### src/rtl/fft4_pkg.sv
// Shared definitions for the 4-point FFT/IFFT pair.
// Widths, FSM encoding and the complex sample bundle.
package fft4_pkg;

  localparam int FFT_IN_W  = 8;
  localparam int FFT_OUT_W = FFT_IN_W + 2;

  typedef enum logic [1:0] {
    COLLECT = 2'd0,
    COMPUTE = 2'd1,
    EMIT    = 2'd2
  } state_t;

  typedef struct packed {
    logic signed [FFT_OUT_W-1:0] re;
    logic signed [FFT_OUT_W-1:0] im;
  } cplx_t;

endpackage

### src/rtl/fft4_butterfly.sv
// Combinational radix-2 4-point forward FFT core.
// Exact arithmetic: inputs widen by 2 bits, no scaling.
module fft4_butterfly
  import fft4_pkg::*;
#(
  parameter int IN_W = FFT_IN_W
) (
  input  logic signed [IN_W-1:0]   a_re [4],
  input  logic signed [IN_W-1:0]   a_im [4],
  output logic signed [IN_W+1:0]   x_re [4],
  output logic signed [IN_W+1:0]   x_im [4]
);

  localparam int OUT_W = IN_W + 2;

  logic signed [OUT_W-1:0] e_re [4];
  logic signed [OUT_W-1:0] e_im [4];
  logic signed [OUT_W-1:0] t_re [4];
  logic signed [OUT_W-1:0] t_im [4];

  // Sign-extend first, then two butterfly ranks.
  always_comb begin
    for (int i = 0; i < 4; i++) begin
      e_re[i] = {{2{a_re[i][IN_W-1]}}, a_re[i]};
      e_im[i] = {{2{a_im[i][IN_W-1]}}, a_im[i]};
    end
    t_re[0] = e_re[0] + e_re[2];
    t_im[0] = e_im[0] + e_im[2];
    t_re[1] = e_re[0] - e_re[2];
    t_im[1] = e_im[0] - e_im[2];
    t_re[2] = e_re[1] + e_re[3];
    t_im[2] = e_im[1] + e_im[3];
    t_re[3] = e_re[1] - e_re[3];
    t_im[3] = e_im[1] - e_im[3];
    x_re[0] = t_re[0] + t_re[2];
    x_im[0] = t_im[0] + t_im[2];
    x_re[2] = t_re[0] - t_re[2];
    x_im[2] = t_im[0] - t_im[2];
    x_re[1] = t_re[1] + t_im[3];
    x_im[1] = t_im[1] - t_re[3];
    x_re[3] = t_re[1] - t_im[3];
    x_im[3] = t_im[1] + t_re[3];
  end

endmodule

### src/rtl/fft4_stream.sv
// Streaming 4-point forward FFT: collect 4 samples,
// compute in one cycle, emit 4 bins over valid/ready.
module fft4_stream
  import fft4_pkg::*;
#(
  parameter int IN_W = FFT_IN_W
) (
  input  logic                   clk,
  input  logic                   rst_n,
  input  logic                   in_valid,
  output logic                   in_ready,
  input  logic                   in_sof,
  input  logic signed [IN_W-1:0] in_re,
  input  logic signed [IN_W-1:0] in_im,
  output logic                   out_valid,
  input  logic                   out_ready,
  output logic signed [IN_W+1:0] out_re,
  output logic signed [IN_W+1:0] out_im,
  output logic [1:0]             out_idx,
  output logic                   out_last,
  output logic                   sync_err
);

  localparam int OUT_W = IN_W + 2;

  state_t                  state;
  logic [1:0]              cnt;
  logic [1:0]              oidx;
  logic signed [IN_W-1:0]  buf_re [4];
  logic signed [IN_W-1:0]  buf_im [4];
  logic signed [OUT_W-1:0] res_re [4];
  logic signed [OUT_W-1:0] res_im [4];
  logic signed [OUT_W-1:0] bf_re  [4];
  logic signed [OUT_W-1:0] bf_im  [4];
  logic [1:0]              slot;
  logic                    in_fire;
  logic                    out_fire;

  fft4_butterfly #(.IN_W(IN_W)) u_bf (
    .a_re (buf_re),
    .a_im (buf_im),
    .x_re (bf_re),
    .x_im (bf_im)
  );

  assign in_ready  = (state == COLLECT);
  assign out_valid = (state == EMIT);
  assign in_fire   = in_valid && in_ready;
  assign out_fire  = out_valid && out_ready;
  assign slot      = in_sof ? 2'd0 : cnt;
  assign out_idx   = oidx;
  assign out_last  = out_valid && (oidx == 2'd3);
  assign out_re    = res_re[oidx];
  assign out_im    = res_im[oidx];

  // Frame FSM: collect, register butterflies, emit bins.
  always_ff @(posedge clk or negedge rst_n) begin
    if (!rst_n) begin
      state    <= COLLECT;
      cnt      <= 2'd0;
      oidx     <= 2'd0;
      sync_err <= 1'b0;
      for (int i = 0; i < 4; i++) begin
        buf_re[i] <= '0;
        buf_im[i] <= '0;
        res_re[i] <= '0;
        res_im[i] <= '0;
      end
    end else begin
      sync_err <= 1'b0;
      unique case (state)
        COLLECT: begin
          if (in_fire) begin
            buf_re[slot] <= in_re;
            buf_im[slot] <= in_im;
            if (in_sof) begin
              cnt      <= 2'd1;
              sync_err <= (cnt != 2'd0);
            end else if (cnt == 2'd3) begin
              cnt   <= 2'd0;
              state <= COMPUTE;
            end else begin
              cnt <= cnt + 2'd1;
            end
          end
        end
        COMPUTE: begin
          for (int i = 0; i < 4; i++) begin
            res_re[i] <= bf_re[i];
            res_im[i] <= bf_im[i];
          end
          oidx  <= 2'd0;
          state <= EMIT;
        end
        EMIT: begin
          if (out_fire) begin
            if (oidx == 2'd3) begin
              oidx  <= 2'd0;
              state <= COLLECT;
            end else begin
              oidx <= oidx + 2'd1;
            end
          end
        end
        default: state <= COLLECT;
      endcase
    end
  end

endmodule

### config.mk
export PLATFORM = sky130hd
export DESIGN_NAME = fft4_stream
export DESIGN_NICKNAME = d
export VERILOG_FILES = /design/src/rtl/fft4_pkg.sv /design/src/rtl/fft4_butterfly.sv /design/src/rtl/fft4_stream.sv
export SDC_FILE = /design/constraint.sdc
export NUM_CORES = 1
export LEC_CHECK = 0
export ABC_CLOCK_PERIOD_IN_PS = 3100
export CORE_AREA = 2 2 228 140
export DETAILED_ROUTE_END_ITERATION = 8
export DIE_AREA = 0 0 230 142
export PLACE_DENSITY = 0.69
export SLEW_MARGIN = 40
export SYNTH_ARGS = -nofsm -noshare
export SYNTH_HDL_FRONTEND = slang
export SYNTH_HIERARCHICAL = 1
export SYNTH_SLANG_ARGS = --single-unit
### constraint.sdc
create_clock -name clk -period 3.1 [get_ports clk]
set_input_delay 0.31 -clock clk [delete_from_list [all_inputs] [get_ports clk]]
set_output_delay 0.31 -clock clk [all_outputs]
set_load 0.02 [all_outputs]
Yosys cells after proc, flatten, opt, wreduce, memory -nomap -nowiden:

Index checks and enable logic that the tools add are counted.

* RAM bits: 0
* memories kept: 0
* latch bits: 0
* flip-flop bits (word level): 151
* bits in read-only memories: 0
* logic and storage cells: 87
* output and inout port bits: 26
* bits of input ports: 21

* equality and inequality tests: 9
* $add $sub $neg: 18
* shifts and indexed selects: 0
* reductions and logical operators: 10
* multipliers: 0
* div/mod/pow operators: 0
* bitwise logic cells: 2
* multiplexer cells: 25
* order comparisons: 3

Operators with widths (count)
* $bwmux 32: 2
* $add 10x10->10: 4
* $bmux 10 s2: 2
* $mux 10: 4
* $sub 10x10->10: 4
* $add 8x8->9: 4
* $sub 8x8->9: 4
* $mux 2: 10
* $demux 8 s2: 1
* $mux 8: 1
* $ne 2x1->1 const B: 4
* $eq 2x2->1 const B: 3
* $ge 3x3->1 const B: 2
* $not 2->3: 2
* $pmux 2 s3: 1
* $reduce_and 5->1: 1
* $add 2x1->2 const B: 2
* $logic_and 1x1->1: 4
* $pmux 2 s2: 1
* $reduce_and 2->1: 2
* $reduce_bool 2->1: 2
* $lt 3x1->1 const B: 1
* $mux 1: 3
* $eq 2x1->1 const B: 1
* 2 further kinds: 2

Logic depth before layout (Yosys ltp):

Gate-level depths: netlist of run 1.

* depth after elaboration: 7
* mapped depth: 17
* mapped depth without buffers: 16

Cells and area by module:

The synthesis of run 1 kept the hierarchy.

By module, submodules not included
* fft4_stream: sequential area each 3778.6 µm², cells an instance 367, times used 1, area an instance 6203.4 µm²
* fft4_butterfly: sequential area each 0.0 µm², cells an instance 800, times used 1, area an instance 5940.7 µm²

Least setup slack after synthesis of run 1:

Ideal clock, no wire load.

* kind: flip-flop to flip-flop
* start point: reg buf_im[16] (netlist bit)
* end point: reg res_re[9] (netlist bit)
* cell stages (with the launch flop): 18
* arrival time: 3.273 ns
* setup slack: -0.237 ns
* period minus slack after synthesis: 3.337 ns
* data required time: 3.036 ns
* buffers on the path: 1
* library setup time: 0.064 ns
* cells stage by stage: dfrtp_1 > inv_1 > ha_1 > inv_1 > fa_1 > a21o_1 > a21oi_1 > o21bai_1 > a21oi_1 > xnor2_1 > ha_1 > buf_4 > inv_2 > a2111oi_4 > a21oi_1 > a2111oi_0 > a21o_1 > mux2_2

RTL lines
* start: declaration: line fft4_stream.sv:30 `logic signed [IN_W-1:0] buf_im [4];`
* start signal: indexed assignment: line fft4_stream.sv:75 `buf_im[slot] <= in_im;`
* end signal: indexed assignment: line fft4_stream.sv:89 `res_re[i] <= bf_re[i];`
* end: declaration: line fft4_stream.sv:31 `logic signed [OUT_W-1:0] res_re [4];`

==> flow_summary.toml, run 1 <==
[cts]
htreeDepth = 4
cts_buffers = 17
clk_latency_ps = 450
cts_root_buf = "clkbuf_16"
clock_path_buffers = 2
cts_tree = "done"
cts.clk_slew.worst_paths_ps = 70
clkSinkCount = 151

[yosys]
async_flop_share_pct = 100
syn_inst = 1167
synth.largest_area_cell = "dfrtp_1"
synth_top_cells_by_count = "151 x dfrtp_1, 144 x mux2_2, 139 x ha_1"
synth_edf_count = 0
yosysWarnings = 6
synth_cell_types = 68
synthTopCellsByArea = "dfrtp_1 31%, ha_1 14%, mux2_2 13%"
seq_area_frac_synth_pct = 31.1
synth_ff_type = "dfrtp_1"
synth-seq-cells = 151
syn-num-nets = 1343
yosysMostFrequentCell = "dfrtp_1"
syn_area_sq_um = 12100
yosys.area.top_type_share_pct = 31.1
postSynthAreaPerCell_sq_um = 10.4

[route]
via_count = 9697
drt-vias-per-instance = 5.36
firstDrtPassIters = 5
routed_wl_mm = 36.6
drcViolationCount = 0
wl_per_cell_um = 20.2
antenna_left = 0
drtIter0Drc = 763

[die]
die_h_um = 142
coreArea_sq_um = 30700
initial_core_util_pct = 39.6
fp-row-count = 50
die-area_sq_um = 32700
die_w_um = 230
ios = 47

[grt]
antenna_found_initial = 0
grt_pass1_wl_mm = 53.8
grt_pass1_vias = 9421
overflow = 0
grt_max_degree = 80
grtUsageTotal_pct = 21.7

[sta]
setup_ws_ps = -229
min_period_ps = 3330
finalHoldViolCount = 0
fin_skew_ps = 10.3
max-slew-margin-rel_pct = 52.7
worst_slew_pin_slew_ps = 709
max_freq_ghz = 0.300
finalSetupViolations = 28
layout_worst_path_cycle_share_pct = 107
grt_setup_unrepaired = "true"
final_max_slew_viol_count = 0

[placed_design]
gp_congestion = 0.926
place.detailed.hpwl_mm = 26.5
pre_cts_slack_ps = -252
portBuffers = 46

[final_layout]
area.growth.synth_to_final_pct = 36.4
nets = 1559
diodes = 0
layout-drive-gt1-share_pct = 44.9

[critical_path]
worstPathRequired_ps = 3430
worstPathArrival_ps = 3660
cpPeakStageDelay_ps = 410
critical_path.cell_chain = "inv_1 > ha_4 > inv_1 > fa_2 > a21o_1 > a21oi_2 > o21ai_2 > nor2_1 > xnor2_1 > ha_2 > inv_2 > a2111oi_4 > a21oi_2 > buf_4 > xnor2_2 > mux2_4"
endpoint_kind = "register"
crit_path_max_fanout = 3
reg2reg_depth = 16
path_class = "reg -> reg"
cp_slowest_cell = "dfrtp_1"
cp-start-kind = "register"

[status]
status = "complete, but fails checks"
violations = "setup timing"

[worst_hold_path]
hold_class = "in -> async"

[flow_run]
maxCapViolCount = 0
## cell usage in the layout, fill, tap and decap left out, types with 8 or more instances in the layout
cell / count
o21ai_1: 8
ha_1: 91
buf_6: 21
o21a_1: 10
o21ai_0: 13
o211ai_1: 13
buf_4: 185
mux2_2: 126
nand2b_1: 11
inv_1: 91
nor2_1: 78
mux4_2: 20
xnor2_1: 45
fa_1: 8
dfrtp_1: 150
xnor2_2: 17
clkdlybuf4s50_1: 45
xor2_1: 32
nand3_1: 14
ha_4: 32
o21bai_1: 18
clkbuf_16: 17
ha_2: 16
nor2b_1: 16
xor2_2: 11
inv_2: 14
a21o_1: 10
a21oi_1: 31
nand2_1: 23
o21ai_2: 8
mux2_4: 19
a21oi_2: 19
fa_2: 8
nor2_2: 8
## stage by stage
step / hold WS (ps) / setup TNS (ps) / std cells / instance area [sq um] / utilization, %
floorplan: 14.4 / -44.3 / 1167 / 12200 / -
global placement: 417 / -2410 / 1735 / 14100 / 46.1
detailed placement: 426 / -4250 / 1735 / 14100 / 46.1
CTS: 508 / -885 / 1794 / 15600 / 51.0
global route: 526 / -6030 / 1810 / 16600 / 54.0
finish: 491 / -2890 / 1810 / 16600 / 54.0
## sequential cells by signal (all words and copies together), names as in the netlist
name / count
buf_im: 32
res_im: 40
sync_err: 1
cnt: 2
buf_re: 32
res_re: 40
state: 2
out_idx: 2
## cell type report
| class | count | area (sq um) |
|---|---|---|
| Sequential cell | 151 | 3780 |
| Inverter | 107 | 407 |
| Fill cell | 2560 | 14100 |
| Timing Repair Buffer | 256 | 2160 |
| Clock inverter | 10 | 124 |
| Tap cell | 416 | 520 |
| Multi-Input combinational cell | 850 | 9110 |
| Clock buffer | 20 | 457 |
## path summary, 6_finish.rpt
kind | startpoint | end | slack [ps]
max | buf_re[24]$_DFFE_PN0P_ | res_re[7]$_DFFE_PN0P_ | -230
max reg2reg | buf_re[24]$_DFFE_PN0P_ | res_re[7]$_DFFE_PN0P_ | -230
min in group clk | res_im[3]$_DFFE_PN0P_ | res_im[3]$_DFFE_PN0P_ | 510
min | rst_n | res_re[5]$_DFFE_PN0P_ | 490
min reg2reg | res_im[3]$_DFFE_PN0P_ | res_im[3]$_DFFE_PN0P_ | 510
max in group asynchronous | rst_n | buf_re[13]$_DFFE_PN0P_ | 1910
## layer usage
layer  up-vias  GRT usage (%)  wire length, um
li1       4471              -                -
met1      4833           33.8            18300
met2       358           28.3            14600
met4         0           4.65              420
met3        35           7.35             3260
met5         -              0                0
## repair_timing
action / in CTS / in global routing
pin swaps: 71 / 93
resized for setup: 132 / 157
setup endpoints to repair: 35 / 39
setup buffers: 29 / 21
hold buffers: 1 / 0
endpoints found under the hold margin: 77 / 0
## worst max-delay path: cells and delay by family, from the launching register on
kind	cells	cell delay [ps]
adders and majority gates	3	890
buffers and inverters	4	400
DFF	1	410
xor gates and xnor gates	2	240
muxes	1	250
AOI/OAI and AO/OA	5	920
and+or+nand+nor	1	120
## cells by family (layout without fill, tap and decap cells)
logic type / after synthesis / in the layout / synth area share, %
buf+inv: 166 / 393 / 5.89
xor+xnor: 109 / 109 / 7.86
compound gates: 198 / 198 / 11.7
flops: 151 / 151 / 31.1
mux: 167 / 167 / 17.3
fa+ha+maj: 155 / 155 / 17.0
simple gates: 221 / 221 / 9.14
Power of run 1 is not shown: default switching activity piles up to over one toggle a cycle in this logic, so the estimate is an artifact.
==> run 2, diff against run 1 <==
--- a/config.mk
+++ b/config.mk
@@ -5,6 +5,7 @@
 export SDC_FILE = /design/constraint.sdc
 export NUM_CORES = 1
 export LEC_CHECK = 0
+export ABC_AREA = 0
 export ABC_CLOCK_PERIOD_IN_PS = 3100
 export CORE_AREA = 2 2 228 140
 export DETAILED_ROUTE_END_ITERATION = 8
==> results of run 2 <==
Same layout as run 1: the final DEF is identical, and so are final timing and power.
Power of run 2 is left out for the same reason.
==> run 3, diff against run 2 <==
--- a/config.mk
+++ b/config.mk
@@ -7,9 +7,10 @@
 export LEC_CHECK = 0
 export ABC_AREA = 0
 export ABC_CLOCK_PERIOD_IN_PS = 3100
-export CORE_AREA = 2 2 228 140
+export CORE_AREA = 2 2 178 180
 export DETAILED_ROUTE_END_ITERATION = 8
-export DIE_AREA = 0 0 230 142
+export DIE_AREA = 0 0 180 182
+export MAX_ROUTING_LAYER = met4
 export PLACE_DENSITY = 0.69
 export SLEW_MARGIN = 40
 export SYNTH_ARGS = -nofsm -noshare
==> flow_summary.toml, run 3 (synthesized netlist as in run 1, its figures left out) <==
[die]
fp-row-count = 65
coreArea_sq_um = 31000
ios = 47
initial_core_util_pct = 39.2
die-area_sq_um = 32800
die_w_um = 180
die_h_um = 182

[cts]
htreeDepth = 4
clock_path_buffers = 2
cts.clk_slew.worst_paths_ps = 60
cts_root_buf = "clkbuf_16"
cts_tree = "done"
clk_latency_ps = 430
clkSinkCount = 151
cts_buffers = 17

[sta]
layout_worst_path_cycle_share_pct = 110
max-slew-margin-rel_pct = 60.2
min_period_ps = 3420
grt_setup_unrepaired = "true"
finalSetupViolations = 30
fin_skew_ps = 14.7
max_freq_ghz = 0.292
worst_slew_pin_slew_ps = 597
setup_ws_ps = -324
final_max_slew_viol_count = 0
finalHoldViolCount = 0
holdWs_ps = 424

[placed_design]
place.detailed.hpwl_mm = 23.0
gp_congestion = 0.898
portBuffers = 46

[route]
routed_wl_mm = 32.1
via_count = 9414
drt-vias-per-instance = 5.27
drcViolationCount = 0
firstDrtPassIters = 4
antenna_left = 0
drtIter0Drc = 545
wl_per_cell_um = 18.0

[final_layout]
layout-drive-gt1-share_pct = 44.7
area.growth.synth_to_final_pct = 35.5
final_common_cell = "buf_4"
nets = 1549
final_cell_mix = "179 x buf_4, 148 x dfrtp_1, 125 x mux2_2"
num-fill-cells = 2507
reg.largest.list = "res_im (40), res_re (40)"
diodes = 0

[critical_path]
cpPeakStageDelay_ps = 410
path_class = "reg -> reg"
worstPathArrival_ps = 3740
path_delay_family = "adder cells"
critical_path.cell_chain = "buf_6 > ha_4 > fa_2 > nor2b_2 > o21a_1 > o21ai_2 > a21oi_2 > xor2_2 > ha_4 > buf_4 > or2_4 > a21oi_2 > a31oi_1 > xor2_1 > mux2_2"
crit_path_max_fanout = 4
critPathBufInv = 2
worstPathRequired_ps = 3420
cp-start-kind = "register"
endpoint_kind = "register"
cp_slowest_cell = "dfrtp_1"

[worst_hold_path]
hold_class = "in -> async"

[grt]
grt_pass1_vias = 9157
grtUsageTotal_pct = 18.7
overflow = 0
antenna_found_initial = 0
grt_pass1_wl_mm = 47.4
grt_max_degree = 66

[flow_run]
maxCapViolCount = 0

[status]
violations = "setup timing"
status = "complete, but fails checks"
run 3: cell count changes in the layout (fill, tap and decap cells not counted), moves of 5 or more:
cell / previous run / this run
a21oi_1: 31 / 25
a21oi_2: 19 / 25
buf_4: 185 / 179
xnor2_1: 45 / 50
run 3: per-stage QoR:
step | setup WS [ps] | instances | setup TNS (ps) | utilization (%) | area (sq um)
CTS | -207 | 1763 | -1340 | 48.6 | 15100
finish | -324 | 1787 | -2970 | 53.1 | 16400
global placement | -171 | 1713 | -1970 | 45.3 | 14000
detailed placement | -230 | 1713 | -3350 | 45.3 | 14000
global route | -396 | 1787 | -6590 | 53.1 | 16400
floorplan | -44.3 | 1167 | -44.3 | - | 12200
run 3: area by class of cell:
cell class                 instances  area, sq um  share of cell area [%]
clock buffer                      20          447                    2.72
clock inverter                    11          124                   0.753
inverter                         107          414                    2.52
multi-input combinational        850         9110                    55.4
sequential                       151         3780                    23.0
tap                              402          503                    3.06
timing repair buffer             246         2070                    12.6
run 3: path summary, 6_finish.rpt:
| kind | start | end | slack [ps] | cells after the start |
|---|---|---|---|---|
| min in group clk | res_im[0]$_DFFE_PN0P_ | res_im[0]$_DFFE_PN0P_ | 500 | 1 |
| min | rst_n | res_im[30]$_DFFE_PN0P_ | 420 | 2 |
| max | buf_im[8]$_DFFE_PN0P_ | res_im[8]$_DFFE_PN0P_ | -320 | 15 |
| max in group asynchronous | rst_n | buf_re[0]$_DFFE_PN0P_ | 1820 | 3 |
| max reg2reg | buf_im[8]$_DFFE_PN0P_ | res_im[8]$_DFFE_PN0P_ | -320 | 15 |
| min reg2reg | res_im[0]$_DFFE_PN0P_ | res_im[0]$_DFFE_PN0P_ | 500 | 1 |
run 3: routing by layer:
metal | GRT usage [%] | wire length, um | vias to the layer above
li1 | - | - | 4440
met1 | 24.6 | 14500 | 4736
met2 | 29.4 | 15600 | 204
met3 | 3.23 | 1370 | 34
met4 | 5.56 | 647 | 0
met5 | - | 0 | -
run 3: timing repair:
action                                  CTS  global route
hold buffers                              1             0
pin swaps                                47           104
gates resized for setup                  69           230
hold endpoints to repair                 60             0
buffers inserted                         18            31
endpoints found under the setup margin   31            38
Power of run 3 is left out for the same reason.
